`src/rtl/mem_access.sv`:
```
// mem_access: MEM pipeline stage.
// Drives the data RAM, extracts load data and builds the MEM->WB bus.
module mem_access (
  input  logic         clk,
  input  logic         rst,
  input  logic         MEM_valid,
  input  logic [157:0] EXE_MEM_bus_r,
  input  logic         MEM_next,
  input  logic         cancel,
  output logic [31:0]  dm_addr,
  output logic [3:0]   dm_wen,
  output logic [31:0]  dm_wdata,
  input  logic [31:0]  dm_rdata,
  output logic         MEM_over,
  output logic [153:0] MEM_WB_bus,
  output logic [4:0]   MEM_wdest,
  output logic [31:0]  MEM_pc
);

  typedef enum logic [1:0] {
    IDLE,
    LOAD_WAIT,
    HOLD
  } state_t;

  state_t state, state_nxt;

  logic        load, store, sgn;
  logic [1:0]  size;
  logic [31:0] store_data, exe_result, lo_result, pc;
  logic [5:0]  ctl_bits;
  logic [7:0]  cp0r_addr;
  logic        rf_wen, syscall, eret, brk, ov;
  logic [4:0]  rf_wdest;
  logic        unused_ok;

  assign load       = EXE_MEM_bus_r[157];
  assign store      = EXE_MEM_bus_r[156];
  assign size       = EXE_MEM_bus_r[155:154];
  assign sgn        = EXE_MEM_bus_r[153];
  assign unused_ok  = EXE_MEM_bus_r[152];
  assign store_data = EXE_MEM_bus_r[151:120];
  assign exe_result = EXE_MEM_bus_r[119:88];
  assign lo_result  = EXE_MEM_bus_r[87:56];
  assign ctl_bits   = EXE_MEM_bus_r[55:50];
  assign cp0r_addr  = EXE_MEM_bus_r[49:42];
  assign syscall    = EXE_MEM_bus_r[41];
  assign eret       = EXE_MEM_bus_r[40];
  assign rf_wen     = EXE_MEM_bus_r[39];
  assign rf_wdest   = EXE_MEM_bus_r[38:34];
  assign pc         = EXE_MEM_bus_r[33:2];
  assign brk        = EXE_MEM_bus_r[1];
  assign ov         = EXE_MEM_bus_r[0];

  logic        is_half, is_word, misalign, adel, ades;
  logic [31:0] badvaddr;

  assign is_half  = (size == 2'b01);
  assign is_word  = size[1];
  assign misalign = (is_half & exe_result[0]) |
                    (is_word & (exe_result[1:0] != 2'b00));
  assign adel     = load & misalign;
  assign ades     = store & misalign;
  assign badvaddr = (adel | ades) ? exe_result : 32'h0;

  assign dm_addr = exe_result;

  logic [3:0] wen_raw;
  logic       wen_en;

  // Byte lanes and replicated write data for the store width
  always_comb begin
    wen_raw  = 4'b1111;
    dm_wdata = store_data;
    if (!is_word) begin
      if (is_half) begin
        wen_raw  = 4'b0011 << exe_result[1:0];
        dm_wdata = {2{store_data[15:0]}};
      end else begin
        wen_raw  = 4'b0001 << exe_result[1:0];
        dm_wdata = {4{store_data[7:0]}};
      end
    end
  end

  assign dm_wen = wen_en ? wen_raw : 4'b0000;

  logic [31:0] shifted, load_ext, load_reg;
  logic        capture;

  assign shifted = dm_rdata >> {exe_result[1:0], 3'b000};

  // Align and extend the returned RAM word
  always_comb begin
    load_ext = dm_rdata;
    if (!is_word) begin
      if (is_half)
        load_ext = {{16{sgn & shifted[15]}}, shifted[15:0]};
      else
        load_ext = {{24{sgn & shifted[7]}}, shifted[7:0]};
    end
  end

  // Next state, completion and write strobe
  always_comb begin
    state_nxt = state;
    MEM_over  = 1'b0;
    wen_en    = 1'b0;
    capture   = 1'b0;
    unique case (state)
      IDLE: begin
        if (MEM_valid & ~cancel) begin
          if (load & ~adel) begin
            state_nxt = LOAD_WAIT;
          end else begin
            MEM_over  = 1'b1;
            wen_en    = store & ~ades;
            state_nxt = MEM_next ? IDLE : HOLD;
          end
        end
      end
      LOAD_WAIT: begin
        if (cancel) begin
          state_nxt = IDLE;
        end else begin
          capture   = 1'b1;
          MEM_over  = 1'b1;
          state_nxt = MEM_next ? IDLE : HOLD;
        end
      end
      HOLD: begin
        if (cancel) begin
          state_nxt = IDLE;
        end else begin
          MEM_over = 1'b1;
          if (MEM_next) state_nxt = IDLE;
        end
      end
      default: state_nxt = IDLE;
    endcase
    if (rst) begin
      MEM_over = 1'b0;
      wen_en   = 1'b0;
    end
  end

  // State register and captured load value
  always_ff @(posedge clk) begin
    if (rst) begin
      state    <= IDLE;
      load_reg <= 32'h0;
    end else begin
      state <= state_nxt;
      if (capture) load_reg <= load_ext;
    end
  end

  logic [31:0] mem_result;

  assign mem_result = (load & ~adel)
                    ? ((state == LOAD_WAIT) ? load_ext : load_reg)
                    : exe_result;

  assign MEM_WB_bus = {rf_wen & ~adel, rf_wdest, mem_result,
                       lo_result, ctl_bits, cp0r_addr,
                       syscall, eret, brk, ov, adel, ades,
                       badvaddr, pc};

  assign MEM_wdest = rf_wdest & {5{MEM_valid}};
  assign MEM_pc    = pc;

endmodule
```
`config.mk`:
```
export PLATFORM = sky130hd
export DESIGN_NAME = mem_access
export DESIGN_NICKNAME = d
export VERILOG_FILES = /design/src/rtl/mem_access.sv
export SDC_FILE = /design/constraint.sdc
export NUM_CORES = 1
export LEC_CHECK = 0
export ABC_AREA = 1
export CAP_MARGIN = 20
export CORE_AREA = 2 2 178 180
export DETAILED_ROUTE_END_ITERATION = 12
export DIE_AREA = 0 0 180 182
export HOLD_SLACK_MARGIN = 0.1
export MAX_ROUTING_LAYER = met4
export PLACE_DENSITY = 0.47
export RECOVER_POWER = 25
export SETUP_SLACK_MARGIN = 0.3
export SLEW_MARGIN = 15
export SYNTH_ARGS = -nofsm -noshare
export SYNTH_HDL_FRONTEND = slang
export SYNTH_SLANG_ARGS = --single-unit
```
`constraint.sdc`:
```
create_clock -name clk -period 3.35 [get_ports clk]
set_input_delay 0.5025 -clock clk [delete_from_list [all_inputs] [get_ports clk]]
set_output_delay 0.5025 -clock clk [all_outputs]
set_load 0.1 [all_outputs]
```
==> flow_metrics.env <==
export IMPL_status="finished, final reports clean"
export IMPL_hold_viol=0
export IMPL_crit_type="primary input to output pin"
export IMPL_cts_tree="done"
export IMPL_yosys_warnings=0
export IMPL_fin_setup_tns_ns=0
export IMPL_cts_sinks=34
export IMPL_grt_pass1_wl_mm=31.3
export IMPL_tightest_slew_ns=0.936
export IMPL_ys_types=24
export IMPL_grt_usage=0.128
export IMPL_whs_path_depth=2
export IMPL_path_clk_slew_ns=0.05
export IMPL_grt_max_degree=41
export IMPL_synth_cells=855
export IMPL_cts_root_buf="clkbuf_16"
export IMPL_pre_cts_slack_ns=0.175
export IMPL_core_area_um2=31000
export IMPL_slew_headroom=0.375
export IMPL_place_area_um2=7530
export IMPL_finalMaxSlewViolations=0
export IMPL_die_area_um2=32800
export IMPL_arrival_ns=2.41
export IMPL_drt_iter0_drc=276
export IMPL_ys_ff_latch=34
export IMPL_r2r_cells=8
export IMPL_globalplace_congestion=0.844
export IMPL_syn_avg_cell_area_um2=5.64
export IMPL_final_cell_area_um2=7720
export IMPL_finalCritPeriodShare=0.868
export IMPL_regArea_um2=681
export IMPL_cts_setup_buffers=0
export IMPL_routed_wl_mm=21.0
export IMPL_cp_max_fo=22
export IMPL_gr_total_overflow=0
export IMPL_drive_gt1_frac=0.223
export IMPL_antenna_found_initial=4
export IMPL_ant_nets=0
export IMPL_setup_viol=0
export IMPL_fin_ws_ns=0.442
export IMPL_rsz0062_at_grt="yes"
export IMPL_power_leakage_nw=3.57
export IMPL_fin_crit_ns=2.91
export IMPL_drc=0
export IMPL_drv_cap=0
export IMPL_syn_to_final_growth_pct=60.1
export IMPL_drt_pass1_iter_count=4
export IMPL_cp_end_kind="output pin"
export IMPL_grt_pass1_vias=5073
export IMPL_dp_cells=1331
export IMPL_grtUsageMet3=0.0367
export IMPL_fin_skew_ns=0.00721
export IMPL_wl_per_cell_um=15.6
export IMPL_fin_cells=1343
export IMPL_multiInputGateArea_um2=2360
export IMPL_hold_class="flop to flop"
export IMPL_largest_reg_flops=32
export IMPL_vias_per_cell=3.87
export IMPL_clock_fmax_mhz=344
export IMPL_grtUsageMet2=0.208
export IMPL_io_pins=455
export IMPL_start_util=0.156
export IMPL_top_usage_layer="met2"
export IMPL_final_cell_mix="nand2_1 (211), inv_1 (115), clkdlybuf4s50_1 (108)"
export IMPL_cts_made_buffers=5
export IMPL_cts_buffer_depth=2
export IMPL_fill_cells=3425
export IMPL_die_height_um=182
export IMPL_die_x_um=180
export IMPL_peakVddDrop_mv=0.142
export IMPL_p_total_w=0.00289
export IMPL_fin_nets=1135
export IMPL_layout_commonest_cell="nand2_1"
export IMPL_clock_latency_ns=0.29
export IMPL_required_ns=2.85
export IMPL_netlist_area_um2=4820
export IMPL_global_route_usage_met1=0.158
export IMPL_num_vias=5203
export IMPL_portBuffers=257
export IMPL_htree_levels=2
export IMPL_row_count=65
export IMPL_critPathLaunchType="primary input"
export IMPL_syn_nets=1054
export IMPL_ys_seq_area_frac=0.141
export IMPL_place_hpwl_mm=17.0
export IMPL_p_per_area_nw_per_um2=375
==> cells in the mapped netlist <==
| master | n | area (um2) |
|---|---|---|
| nor3_1 | 1 | 5.00 |
| o21ai_0 | 42 | 210 |
| nor2_8 | 1 | 20.0 |
| buf_6 | 4 | 45.0 |
| o211ai_1 | 12 | 90.1 |
| nand2_4 | 2 | 22.5 |
| o21ai_1 | 10 | 50.1 |
| a211oi_1 | 1 | 7.51 |
| buf_2 | 19 | 95.1 |
| o21a_1 | 2 | 15.0 |
| nand3_1 | 69 | 345 |
| nor2_2 | 7 | 43.8 |
| inv_1 | 115 | 432 |
| dfxtp_1 | 34 | 681 |
| nand2_1 | 211 | 792 |
| buf_4 | 166 | 1250 |
| a21oi_1 | 68 | 340 |
| clkbuf_1 | 12 | 45.0 |
| nor2_1 | 66 | 248 |
| nand2_2 | 2 | 12.5 |
| o22ai_1 | 1 | 6.26 |
| ha_1 | 4 | 50.1 |
| inv_2 | 3 | 11.3 |
| buf_1 | 3 | 11.3 |
==> worst max-delay path, cell delays in order <==
cell	delay, ns
clkdlybuf4s50_1	0.53
inv_4	0.10
o21ai_1	0.15
nand2_2	0.15
nor2_2	0.24
nor2_4	0.06
buf_4	0.23
nor2_1	0.22
buf_12	0.21
==> logic make-up after synthesis <==
logic type / after synthesis / synth area share
buffers and inverters: 322 / 0.391
adder cells (fa/ha/maj): 4 / 0.0104
AND/OR/NAND/NOR: 359 / 0.309
flip-flops: 34 / 0.141
AO/OA/AOI/OAI: 136 / 0.149
==> layer usage <==
metal | vias up | part of all wire | wire length (um)
li1 | 2661 | - | -
met1 | 2302 | 0.45 | 9360
met2 | 195 | 0.47 | 9960
met3 | 45 | 0.066 | 1380
met4 | 0 | 0.014 | 299
met5 | - | 0 | 0
==> where the power goes <==
group	switching, W	internal, W	total (W)	leakage, nW
Sequential	0.00000767	0.000424	0.000432	0.275
Combinational	0.00135	0.000626	0.00198	3.22
Clock	0.000189	0.000295	0.000483	0.0729
Total	0.00155	0.00134	0.00289	3.57
==> through the flow <==
step | hold slack [ns] | utilization
2_1_floorplan | 0.479 | -
3_3_place_gp | 0.511 | 0.243
3_5_place_dp | 0.514 | 0.243
4_1_cts | 0.526 | 0.248
5_1_grt | 0.564 | 0.249
6_report | 0.522 | 0.249
==> final cells by class <==
| type | instances | area share |
|---|---|---|
| Timing Repair Buffer | 278 | 0.463 |
| Multi-Input combinational cell | 499 | 0.305 |
| Sequential cell | 34 | 0.0881 |
| Tap cell | 402 | 0.0651 |
| Inverter | 118 | 0.0580 |
| Clock buffer | 6 | 0.0180 |
| Clock inverter | 2 | 0.00162 |
| Antenna cell | 4 | 0.00130 |
==> final timing paths <==
path	startpoint	endpoint	slack (ns)
worst min-delay path	state[0]$_SDFFE_PP0P_	state[0]$_SDFFE_PP0P_	0.52
worst min register to register	state[0]$_SDFFE_PP0P_	state[0]$_SDFFE_PP0P_	0.52
worst max-delay path	EXE_MEM_bus_r[154]	MEM_WB_bus[57]	0.44
worst max register to register	state[1]$_SDFFE_PP0P_	load_reg[31]$_SDFFE_PP0P_	1.47
==> timing repair <==
| item | in CTS | in global routing |
|---|---|---|
| endpoints found under the setup margin | 9 | 35 |
| resized for setup | 2 | 6 |
| hold buffers | 0 | 0 |
No activity file was read; power rests on OpenSTA's default activity.
